<file path="src/rtl/ahb_pkg.sv">
// ---------------------------------------------------------------------------
// ahb_pkg
// Shared AHB-Lite encodings and the FSM state type for the single-master
// initiator (ahb_lite_single_master) and its timeout counter.
//   - HTRANS, HSIZE, HBURST and HRESP codes
//   - ahbm_state_e : initiator FSM states
//   - cmd_is_legal : size/alignment check for a local command
// ---------------------------------------------------------------------------
package ahb_pkg;

  localparam logic [1:0] HTRANS_IDLE   = 2'b00;
  localparam logic [1:0] HTRANS_BUSY   = 2'b01;
  localparam logic [1:0] HTRANS_NONSEQ = 2'b10;
  localparam logic [1:0] HTRANS_SEQ    = 2'b11;

  localparam logic [2:0] HSIZE_BYTE = 3'b000;
  localparam logic [2:0] HSIZE_HALF = 3'b001;
  localparam logic [2:0] HSIZE_WORD = 3'b010;

  localparam logic [2:0] HBURST_SINGLE = 3'b000;

  localparam logic [1:0] HRESP_OKAY  = 2'b00;
  localparam logic [1:0] HRESP_ERROR = 2'b01;

  // Read data reported when a transfer is abandoned by the timeout.
  localparam logic [31:0] TIMEOUT_RDATA = 32'hDEADBEEF;

  typedef enum logic [1:0] {
    ST_IDLE = 2'd0,
    ST_ADDR = 2'd1,
    ST_DATA = 2'd2,
    ST_RESP = 2'd3
  } ahbm_state_e;

  // Only byte/half/word sizes exist on a 32-bit bus, and the address must be
  // naturally aligned to the size.
  function automatic logic cmd_is_legal(input logic [2:0] size,
                                        input logic [1:0] addr_lsb);
    logic ok;
    case (size)
      HSIZE_BYTE: ok = 1'b1;
      HSIZE_HALF: ok = ~addr_lsb[0];
      HSIZE_WORD: ok = (addr_lsb == 2'b00);
      default:    ok = 1'b0;
    endcase
    return ok;
  endfunction

endpackage

</file>
<file path="src/rtl/ahbm_timeout_ctr.sv">
// ---------------------------------------------------------------------------
// ahbm_timeout_ctr
// Counts consecutive HREADY-low cycles while a transfer is on the bus and
// flags expiry on the TIMEOUT_CYCLES-th such cycle. Only built when the
// initiator is compiled with AHBM_TIMEOUT_EN.
// Ports:
//   clk_i      : bus clock
//   rst_ni     : synchronous active-low reset
//   active_i   : initiator is in its address or data phase
//   hready_i   : bus HREADY
//   expired_o  : this cycle is the TIMEOUT_CYCLES-th consecutive low cycle
// ---------------------------------------------------------------------------
module ahbm_timeout_ctr #(
  parameter int TIMEOUT_CYCLES = 256
) (
  input  logic clk_i,
  input  logic rst_ni,
  input  logic active_i,
  input  logic hready_i,
  output logic expired_o
);

  localparam int CW = $clog2(TIMEOUT_CYCLES + 1);

  logic [CW-1:0] cnt_q, cnt_d;

  assign expired_o = active_i && !hready_i && (cnt_q == CW'(TIMEOUT_CYCLES - 1));

  // Any HREADY-high cycle ends a phase (and thus changes state), as does
  // expiry, so all state changes clear the count here as well.
  always_comb begin
    cnt_d = cnt_q + CW'(1);
    if (!active_i || hready_i || expired_o) begin
      cnt_d = '0;
    end
  end

  always_ff @(posedge clk_i) begin
    if (!rst_ni) begin
      cnt_q <= '0;
    end else begin
      cnt_q <= cnt_d;
    end
  end

endmodule

</file>
<file path="src/rtl/ahb_lite_single_master.sv">
// ---------------------------------------------------------------------------
// ahb_lite_single_master
// Non-pipelined AHB-Lite initiator: each command accepted on the local
// cmd_* port becomes one SINGLE transfer; the result is returned on rsp_*.
// Optional macro AHBM_TIMEOUT_EN adds an abort after TIMEOUT_CYCLES
// consecutive HREADY-low cycles (rsp_err=1, rsp_rdata=32'hDEADBEEF).
//
// Handshakes: a transfer on cmd_* happens on a rising HCLK edge where
// cmd_valid && cmd_ready; a transfer on rsp_* happens on an edge where
// rsp_valid && rsp_ready. Once asserted, rsp_valid/rsp_rdata/rsp_err hold
// until that edge. cmd_ready is high only in IDLE.
//
// Ports:
//   HCLK, HRESETn          : clock, synchronous active-low reset
//   cmd_valid/ready/write/addr/size/wdata : command port
//   rsp_valid/ready/rdata/err              : response port
//   HADDR..HWDATA (out), HRDATA/HREADY/HRESP (in) : AHB-Lite master side
//   dbg_state              : current FSM state
// ---------------------------------------------------------------------------
module ahb_lite_single_master
  import ahb_pkg::*;
#(
  parameter logic [3:0] HPROT_VAL      = 4'b0011,
  parameter int         TIMEOUT_CYCLES = 256
) (
  input  logic        HCLK,
  input  logic        HRESETn,
  input  logic        cmd_valid,
  output logic        cmd_ready,
  input  logic        cmd_write,
  input  logic [31:0] cmd_addr,
  input  logic [2:0]  cmd_size,
  input  logic [31:0] cmd_wdata,
  output logic        rsp_valid,
  input  logic        rsp_ready,
  output logic [31:0] rsp_rdata,
  output logic        rsp_err,
  output logic [31:0] HADDR,
  output logic [1:0]  HTRANS,
  output logic        HWRITE,
  output logic [2:0]  HSIZE,
  output logic [2:0]  HBURST,
  output logic [3:0]  HPROT,
  output logic [31:0] HWDATA,
  input  logic [31:0] HRDATA,
  input  logic        HREADY,
  input  logic [1:0]  HRESP,
  output ahbm_state_e dbg_state
);

  ahbm_state_e state_q, state_d;
  logic [31:0] haddr_q, haddr_d;
  logic        hwrite_q, hwrite_d;
  logic [2:0]  hsize_q, hsize_d;
  logic [31:0] hwdata_q, hwdata_d;
  logic [31:0] rdata_q, rdata_d;
  logic        err_q, err_d;
  logic        cmd_legal;
  logic        tmo_expired;

  assign cmd_legal = cmd_is_legal(cmd_size, cmd_addr[1:0]);

`ifdef AHBM_TIMEOUT_EN
  logic tmo_active;
  assign tmo_active = (state_q == ST_ADDR) || (state_q == ST_DATA);

  ahbm_timeout_ctr #(
    .TIMEOUT_CYCLES(TIMEOUT_CYCLES)
  ) u_timeout_ctr (
    .clk_i     (HCLK),
    .rst_ni    (HRESETn),
    .active_i  (tmo_active),
    .hready_i  (HREADY),
    .expired_o (tmo_expired)
  );
`else
  logic unused_tmo_cfg;
  assign tmo_expired    = 1'b0;
  assign unused_tmo_cfg = (TIMEOUT_CYCLES > 0);
`endif

  always_comb begin
    state_d  = state_q;
    haddr_d  = haddr_q;
    hwrite_d = hwrite_q;
    hsize_d  = hsize_q;
    hwdata_d = hwdata_q;
    rdata_d  = rdata_q;
    err_d    = err_q;
    case (state_q)
      ST_IDLE: begin
        if (cmd_valid) begin
          haddr_d  = cmd_addr;
          hwrite_d = cmd_write;
          hsize_d  = cmd_size;
          if (cmd_write) begin
            hwdata_d = cmd_wdata;
          end
          if (cmd_legal) begin
            state_d = ST_ADDR;
          end else begin
            // Rejected locally; the bus never sees this command.
            state_d = ST_RESP;
            rdata_d = 32'h0;
            err_d   = 1'b1;
          end
        end
      end
      ST_ADDR: begin
        if (tmo_expired) begin
          state_d = ST_RESP;
          rdata_d = TIMEOUT_RDATA;
          err_d   = 1'b1;
        end else if (HREADY) begin
          state_d = ST_DATA;
        end
      end
      ST_DATA: begin
        // The first ERROR cycle has HREADY low and simply waits; the
        // completing cycle carries HRESP=ERROR with HREADY high.
        if (tmo_expired) begin
          state_d = ST_RESP;
          rdata_d = TIMEOUT_RDATA;
          err_d   = 1'b1;
        end else if (HREADY) begin
          state_d = ST_RESP;
          rdata_d = hwrite_q ? 32'h0 : HRDATA;
          err_d   = |(HRESP & HRESP_ERROR);
        end
      end
      ST_RESP: begin
        if (rsp_ready) begin
          state_d = ST_IDLE;
        end
      end
      default: state_d = ST_IDLE;
    endcase
  end

  always_ff @(posedge HCLK) begin
    if (!HRESETn) begin
      state_q  <= ST_IDLE;
      haddr_q  <= 32'h0;
      hwrite_q <= 1'b0;
      hsize_q  <= HSIZE_BYTE;
      hwdata_q <= 32'h0;
      rdata_q  <= 32'h0;
      err_q    <= 1'b0;
    end else begin
      state_q  <= state_d;
      haddr_q  <= haddr_d;
      hwrite_q <= hwrite_d;
      hsize_q  <= hsize_d;
      hwdata_q <= hwdata_d;
      rdata_q  <= rdata_d;
      err_q    <= err_d;
    end
  end

  // cmd_ready is masked by reset so nothing looks acceptable while the
  // reset is being applied.
  assign cmd_ready = (state_q == ST_IDLE) && HRESETn;
  assign rsp_valid = (state_q == ST_RESP);
  assign rsp_rdata = rdata_q;
  assign rsp_err   = err_q;

  assign HTRANS    = (state_q == ST_ADDR) ? HTRANS_NONSEQ : HTRANS_IDLE;
  assign HADDR     = haddr_q;
  assign HWRITE    = hwrite_q;
  assign HSIZE     = hsize_q;
  assign HWDATA    = hwdata_q;
  assign HBURST    = HBURST_SINGLE;
  assign HPROT     = HPROT_VAL;
  assign dbg_state = state_q;

endmodule
</file>
<file path="config.mk">
export PLATFORM = sky130hd
export DESIGN_NAME = ahb_lite_single_master
export DESIGN_NICKNAME = d
export VERILOG_FILES = /design/src/rtl/ahb_pkg.sv /design/src/rtl/ahbm_timeout_ctr.sv /design/src/rtl/ahb_lite_single_master.sv
export SDC_FILE = /design/constraint.sdc
export NUM_CORES = 1
export LEC_CHECK = 0
export CORE_MARGIN = 3
export CORE_UTILIZATION = 39
export CTS_BUF_LIST = sky130_fd_sc_hd__clkbuf_8
export DETAILED_ROUTE_END_ITERATION = 8
export PLACE_DENSITY_LB_ADDON = 0.05
export SLEW_MARGIN = 20
export SYNTH_ARGS = -nofsm -noshare
export SYNTH_HDL_FRONTEND = slang
export SYNTH_SLANG_ARGS = --single-unit
</file>
<file path="constraint.sdc">
create_clock -name HCLK -period 2.2 [get_ports HCLK]
set_input_delay 0.44 -clock HCLK [delete_from_list [all_inputs] [get_ports HCLK]]
set_output_delay 0.44 -clock HCLK [all_outputs]
set_load 0.03 [all_outputs]
</file>
==> flow_summary.yaml, run 1 <==
placement:
  placed_area_um2: 6010
  place_ws_ns: -0.0546
  dpl.hpwl_mm: 8.09
  io_buffers: 211
  place_congestion: 0.740
sta:
  drv_slew: 0
  fin_setup_tns_ns: 0
  fin_crit_sh_pct: 96.5
  hold_viol: 0
  relSlewSlack_pct: 61.6
  fmax_mhz: 471
  fin_ws_ns: 0.0763
  finalSetupViolations: 0
  min_period_ns: 2.12
  clock_skew_ns: 0.00979
  rsz0062_at_grt: "false"
  tightest_slew_ns: 0.571
drt:
  initialDrtViolationCount: 90
  vias_per_cell: 4.75
  wl_per_cell_um: 14.5
  first_pass_iters: 4
  vias: 3571
  drt.antenna.violating_nets: 0
  finalWirelength_mm: 10.9
  route.detailed.drc: 0
die:
  die_x_um: 104
  design.core.area_um2: 9330
  initial_core_util_pct: 40.3
  fp-row-count: 35
  boundaryPins: 221
  design.die.area_um2: 10900
  die_h_um: 104
clocking:
  cts_sinks: 103
  clk_latency_ns: 0.35
  htreeDepth: 3
  cts_hold_buf: 0
  clkTransAtPathRegs_ns: 0.09
  cts_tree: "yes"
  numCtsBuffers: 9
  cts_root_buf: "clkbuf_8"
  cts_setup_buffers: 0
  clockBufferDepth: 2
setup_path:
  required_ns: 1.76
  critPathKind: "input port to primary output"
  r2r_setup_slack_ns: 0.25
  end_kind: "primary output"
  start_kind: "input port"
  worst-path-max-fanout: 42
  crit_start: "HRESETn"
  reg2reg_depth: 7
  cp.arrival_ns: 1.68
  r2r-end: "rsp_rdata[26]"
  r2r-start: "dbg_state[0]"
global_route:
  grt_pass1_vias: 3487
  track_usage_pct: 19.7
  antenna_found_initial: 0
  grt_pass1_wl_mm: 17.5
  grt_max_degree: 43
  grt_overflow: 0
min_path:
  hp-class: "register to register"
  holdPathStages: 2
  hold_end: "HADDR[3]"
  min_from: "HADDR[3]"
yosys:
  ys_warn_count: 0
  syn_area_um2: 3760
  synthDistinctLibCells: 33
  synth-seq-cells: 103
  yosysSeqAreaShare_pct: 54.8
  postSynthAreaPerCell_um2: 9.07
  synthCells: 415
layout:
  fin_util_pct: 66.4
  area_delta_synth_final_pct: 64.6
  stdcell_area_um2: 6190
  final_common_cell: "clkdlybuf4s50_1"
  n_antenna_cell: 0
  drive_above_1_share_pct: 4.66
  nFillCells: 808
  final_cell_mix: "clkdlybuf4s50_1, nand2_1, dfxtp_1, a21boi_1, a21oi_1"
  final_nets: 729
pwr:
  power_density_nw_per_um2: 922
  p_leak_uw: 0.00233
  p_total_uw: 5710
  ir_drop_mv: 0.444
flow_run:
  cap_violations: 0
run_status:
  outcome: "finished clean"
-- timing repair --
item | 4_1_cts | 5_1_grt
endpoints found under the hold margin | 0 | 0
endpoints found under the setup margin | 0 | 1
gates resized for setup | 0 | 1
-- metal layers --
metal  share of wire (%)  global-route usage (%)  vias to the layer above
met5                   0                       0                        -
met4                 2.3                    6.46                        0
met3                 8.1                    7.32                       19
met2                  50                    34.2                      142
met1                  40                    22.2                     1636
li1                    -                       -                     1774
-- sequential cells by signal, summed over array words and instances, names as in the netlist --
signal     flops
dbg_state      2
HWRITE         1
rsp_rdata     32
HADDR         32
HSIZE          3
HWDATA        32
rsp_err        1
-- cell usage after synthesis (all sizes together) --
cell type	count	area, µm²
nand4b	1	8.76
nor4b	1	8.76
clkbuf	17	65.1
or3	1	6.26
nor2	3	11.3
inv	4	15.0
nor3	1	5.00
o21ba	1	10.0
a211oi	2	15.0
conb	2	7.51
o21ai	5	28.8
or4b	1	10.0
and2	2	12.5
a32o	1	10.0
a22o	32	280
ha	5	62.6
o311a	1	10.0
buf	19	131
nand2	138	518
a21oi	33	165
and3	1	6.26
a21boi	36	270
nor4	1	12.5
a211o	1	8.76
dfxtp	103	2060
nor2b	2	12.5
mux2i	1	10.0
-- worst max path at each step --
stage	slack, ns	end	depth (start not counted)
after floorplan	0.16	rsp_rdata[21]	8
after detailed placement	-0.05	rsp_rdata[26]	6
final	0.08	cmd_ready	4
after CTS	0.01	HTRANS[1]	3
after global routing	0.01	cmd_ready	4
after global placement	0.02	rsp_err	6
-- cell type report --
type	count	area, µm²	area share [%]
multi-input combinational	278	1510	24.4
clock inverter	6	43.8	0.707
clock buffer	10	138	2.22
inverter	4	15.0	0.242
sequential	103	2060	33.3
timing repair buffer	221	2260	36.5
tap	129	161	2.61
-- worst max-delay path, cell delays in order --
cell and delay (ns):
clkdlybuf4s50_1 0.49, buf_4 0.34, and2_1 0.21, buf_4 0.18
-- where the power goes --
group	total [µW]	internal [µW]	switching, µW	leakage, µW
clock network	1100	449	652	0.0000930
logic	2360	1000	1360	0.00140
registers	2250	2120	132	0.000839
-- per-stage QoR --
| step | hold WS, ns | cells |
|---|---|---|
| after floorplan | 0.565 | 421 |
| after CTS | 0.459 | 751 |
| final | 0.455 | 751 |
| after global placement | 0.440 | 735 |
| after global routing | 0.473 | 751 |
| after detailed placement | 0.446 | 735 |
-- logic make-up (layout without fill, tap and decap cells) --
family,count (synthesis),after routing,share of synthesized area [%]
and+or+nand+nor,152,152,16.3
AOI/OAI and AO/OA,112,112,21.2
DFF,103,103,54.8
buffers and inverters,40,241,5.62
adders and majority gates,5,5,1.66
other,2,8,0.200
muxes,1,1,0.266
Note: power is estimated with default switching activity, not from simulation.
==> run 2, diff against run 1 <==
CORE_UTILIZATION = 35   (was 39)
clock period = 1.9 ns   (was 2.2 ns; I/O delays follow)
==> run 2 against run 1 <==
  * Clock skew grew 0.0065 ns
  * Die area grew 11%
  * Non-clock buffer count grew 7
  * Clock power grew 19%
  * Critical path depth shrank 3
  * Global-route usage shrank 2.4 points
  * Utilization shrank 5.6 points
  * Worst setup slack gained 0.0090 ns
  * Flip-flop and latch count is the same
  * Largest power group unchanged
  * Highest routed layer unchanged
==> flow_summary.yaml, run 2 (synthesis results as in run 1) <==
drt:
  vias: 3536
  first_pass_iters: 6
  vias_per_cell: 4.62
  finalWirelength_mm: 10.8
  met2_length_mm: 5.37
  top_layer: "met4"
  wl_met3_um: 973
  m1WireLength_mm: 4.43
  wl_per_cell_um: 14.2
  route.detailed.drc: 0
  initialDrtViolationCount: 240
  drt.antenna.violating_nets: 0
clocking:
  cts_sinks: 103
  htreeDepth: 3
  cts_tree: "yes"
  cts_root_buf: "clkbuf_8"
  clkTransAtPathRegs_ns: 0.11
  clockBufferDepth: 2
  numCtsBuffers: 9
  clk_latency_ns: 0.36
global_route:
  track_usage_pct: 17.2
  grt_pass1_vias: 3256
  grt_max_degree: 36
  grt_pass1_wl_mm: 16.3
  antenna_found_initial: 0
  grt_overflow: 0
setup_path:
  reg2reg_depth: 7
  critical_path.slowest_cell: "clkdlybuf4s50_1"
  start_kind: "register"
  r2r-start: "dbg_state[0]"
  critPathKind: "register to primary output"
  r2r-end: "rsp_rdata[17]"
  path_buf_inv: 1
  crit_chain: "clkdlybuf4s50_1"
  cpLargestDelayFamily: "buffers and inverters"
  cp.arrival_ns: 1.43
  required_ns: 1.52
  cpPeakStageDelay_ns: 0.71
  r2r_setup_slack_ns: 0.14
  worst-path-max-fanout: 3
  end_kind: "primary output"
sta:
  finalSetupViolations: 0
  min_period_ns: 1.81
  rsz0062_at_grt: "false"
  hold_viol: 0
  drv_slew: 0
  fmax_mhz: 551
  fin_ws_ns: 0.0852
  fin_crit_sh_pct: 95.5
  clock_skew_ns: 0.0163
min_path:
  holdPathStages: 2
  hold_end: "HADDR[24]"
  min_from: "HADDR[24]"
  hp-class: "register to register"
pwr:
  p_leak_uw: 0.00237
  ir_drop_mv: 0.508
  power_density_nw_per_um2: 1070
layout:
  final_cell_mix: "clkdlybuf4s50_1, nand2_1, dfxtp_1, a21boi_1, a21oi_1"
  n_antenna_cell: 0
  final_common_cell: "clkdlybuf4s50_1"
  final_nets: 736
  nFillCells: 908
  stdcell_area_um2: 6300
  area_delta_synth_final_pct: 67.5
  drive_above_1_share_pct: 6.52
  regArea_um2: 2070
  multi_input_area_um2: 1530
die:
  design.die.area_um2: 12000
  die_h_um: 110
  boundaryPins: 221
  fp-row-count: 37
  die_x_um: 110
  design.core.area_um2: 10400
  initial_core_util_pct: 36.3
flow_run:
  cap_violations: 0
placement:
  place_congestion: 0.747
  placed_area_um2: 6090
  io_buffers: 211
  place_ws_ns: -0.233
  dpl.hpwl_mm: 7.84
run_status:
  outcome: "finished clean"
-- run 2: cell types whose count changed in the layout (fill, tap and decap cells not counted), moves of 2 or more --
| cell | previous run | this run |
|---|---|---|
| inv_6 | 2 | 0 |
| inv_2 | 0 | 2 |
| inv_1 | 4 | 2 |
| buf_12 | 6 | 8 |
| inv_8 | 0 | 3 |
| buf_4 | 5 | 9 |
| dfxtp_1 | 103 | 101 |
-- run 2: worst max-delay path by stage --
| stage | cells after the start | startpoint | end |
|---|---|---|---|
| 2_1_floorplan | 8 | dbg_state[0] | rsp_rdata[21] |
| 3_3_place_gp | 6 | cmd_size[0] | rsp_err |
| 3_5_place_dp | 6 | cmd_size[0] | rsp_err |
| 4_1_cts | 3 | dbg_state[1] | HTRANS[1] |
| 5_1_grt | 5 | dbg_state[0] | cmd_ready |
| 6_report | 1 | HWRITE | HWRITE |
-- run 2: area by class of cell --
cell class / count / area share (%)
inverter: 4 / 0.238
timing repair buffer: 228 / 37.1
clock buffer: 9 / 1.96
tap: 136 / 2.70
sequential: 103 / 32.8
multi-input combinational: 278 / 24.2
clock inverter: 7 / 1.01
-- run 2: layer usage --
| metal | GRT usage, % | up-vias |
|---|---|---|
| met5 | 0 | - |
| met4 | 5.34 | 0 |
| met3 | 6.05 | 5 |
| met2 | 28.6 | 124 |
| met1 | 20.9 | 1615 |
| li1 | - | 1792 |
-- run 2: timing repair --
action	CTS	global route
setup buffers	0	1
setup endpoints to repair	3	29
pin swaps	0	1
hold buffers	0	0
gates resized for setup	4	5
-- run 2: stage by stage --
stage	TNS, ns	hold WS [ns]	power [µW]	util, %	instances
after floorplan	0	0.505	4230	-	421
after global placement	-5.61	0.441	5450	58.7	748
after detailed placement	-7.07	0.445	5480	58.7	748
after CTS	0	0.461	6840	60.7	764
after global routing	0	0.472	7160	60.8	765
final	0	0.459	6760	60.8	765
-- run 2: report_power, final --
group | switching [µW] | internal (µW) | total (µW)
Combinational | 1590 | 1240 | 2830
Clock | 805 | 507 | 1310
Sequential | 158 | 2460 | 2620
Total | 2550 | 4210 | 6760
==> run 3, diff against run 2 <==
PLACE_DENSITY = 0.87   (was not set)
PLACE_DENSITY_LB_ADDON = not set   (was 0.05)
REMOVE_ABC_BUFFERS = 1   (was not set)
==> run 3 against run 2 <==
  * Combinational power increased by 1%
  * Critical endpoint is now cmd_ready
  * Sequential share of layout area decreased by 0.27 points
  * Maximum frequency down 0.73%
  * Worst setup slack worse by 0.013 ns
  * Clock-buffer cell count unchanged
  * Global-route usage up 0.58 points
  * Non-clock buffer count is the same
  * First-iteration DRC count is 13% higher
  * Critical path depth up 4
  * Highest routed layer unchanged
==> flow_summary.yaml, run 3 (synthesis results as in run 1) <==
clocking:
  cts_tree: "yes"
  htreeDepth: 3
  cts_sinks: 103
  cts_root_buf: "clkbuf_8"
  numCtsBuffers: 9
  clockBufferDepth: 2
  clkTransAtPathRegs_ns: 0.10
  clk_latency_ns: 0.35
setup_path:
  r2r_setup_slack_ns: 0.09
  cpPeakStageDelay_ns: 0.38
  cp.arrival_ns: 1.45
  end_kind: "primary output"
  critical_path.slowest_cell: "dfxtp_2"
  worst-path-max-fanout: 9
  start_kind: "register"
  required_ns: 1.52
  crit_chain: "inv_1 > ha_4 > and2_4 > buf_4 > buf_12"
  critPathKind: "register to primary output"
pwr:
  p_int_uw: 4460
  p_sw_uw: 2540
  ir_drop_mv: 0.599
  p_sw_share_pct: 36.3
  seqPwrFrac_pct: 37.5
  p_leak_uw: 0.00238
  pwr-share-comb_pct: 41.0
  clkPwrFrac_pct: 21.5
  power_density_nw_per_um2: 1100
die:
  design.die.area_um2: 12000
  initial_core_util_pct: 36.3
  die_h_um: 110
  boundaryPins: 221
  fp-row-count: 37
  die_x_um: 110
  design.core.area_um2: 10400
layout:
  drive_above_1_share_pct: 6.52
  nFillCells: 874
  final_nets: 736
  n_antenna_cell: 0
  final_common_cell: "clkdlybuf4s50_1"
  regArea_um2: 2060
  area_delta_synth_final_pct: 68.7
  multi_input_area_um2: 1540
  final_cell_mix: "clkdlybuf4s50_1, nand2_1, dfxtp_1, a21boi_1, a21oi_1"
  fin_util_pct: 61.2
sta:
  clock_skew_ns: 0.00910
  fmax_mhz: 547
  fin_ws_ns: 0.0719
  timing.hold.ws_ns: 0.459
  hold_viol: 0
  finalSetupViolations: 0
  drv_slew: 0
  fin_crit_sh_pct: 96.2
  min_period_ns: 1.83
placement:
  place_congestion: 0.777
  io_buffers: 211
  dpl.hpwl_mm: 8.47
  place_ws_ns: -0.249
min_path:
  hp-class: "register to register"
drt:
  finalWirelength_mm: 11.3
  vias_per_cell: 4.72
  vias: 3610
  drt.antenna.violating_nets: 0
  initialDrtViolationCount: 271
  wl_per_cell_um: 14.8
  route.detailed.drc: 0
  first_pass_iters: 4
run_status:
  outcome: "finished clean"
global_route:
  grt_max_degree: 36
  grt_overflow: 0
  grt_pass1_vias: 3510
  grt_pass1_wl_mm: 16.8
  antenna_found_initial: 0
  track_usage_pct: 17.8
flow_run:
  cap_violations: 0
run 3: per-stage QoR:
| stage | std cells | TNS, ns | instance area [µm²] | power, µW |
|---|---|---|---|---|
| 6_report | 765 | 0 | 6350 | 7000 |
| 3_3_place_gp | 748 | -5.46 | 6080 | 5400 |
| 4_1_cts | 764 | 0 | 6310 | 7030 |
| 3_5_place_dp | 748 | -7.13 | 6080 | 5480 |
| 5_1_grt | 765 | -0.142 | 6350 | 7360 |
| 2_1_floorplan | 385 | -33.76 | 3590 | 4110 |
run 3: area by class of cell:
class	instances	share of cell area, %
Tap cell	136	2.68
Inverter	4	0.236
Clock inverter	7	1.52
Sequential cell	103	32.5
Clock buffer	9	1.95
Timing Repair Buffer	228	36.9
Multi-Input combinational cell	278	24.2
run 3: worst max-delay path, delay by kind of cell, from the launching register on:
| family | cells | cell delay [ns] |
|---|---|---|
| buffers and inverters | 3 | 0.36 |
| flip-flops | 1 | 0.38 |
| AND/OR/NAND/NOR | 1 | 0.15 |
| adder cells (fa/ha/maj) | 1 | 0.21 |
run 3: power groups by stage:
stage,Clock [µW],Sequential (µW),Combinational [µW]
finish,1510,2620,2870
global route,1630,2660,3070
CTS,1560,2620,2850
detailed placement,0,2660,2820
global placement,0,2650,2750
floorplan,0,3210,899
run 3: path summary, 6_finish.rpt:
kind / from / endpoint / cells after the start
setup / recovery: dbg_state[1] / cmd_ready / 5
hold / removal: HWDATA[21] / HWDATA[21] / 2
setup reg to reg: dbg_state[0] / rsp_rdata[4] / 7
hold reg to reg: HWDATA[21] / HWDATA[21] / 2
run 3: metal layers:
metal | track usage [%] | part of all wire (%)
met2 | 32.6 | 52
met1 | 19.8 | 39
met3 | 4.11 | 7.5
met4 | 6.95 | 2.1
met5 | 0 | 0
run 3: what timing repair did:
action                                  in CTS  in global routing
resized for setup                            6                  5
gates cloned                                 0                  1
setup buffers                                0                  0
hold buffers                                 0                  0
endpoints found under the setup margin       3                 34
pin swaps                                    0                  0
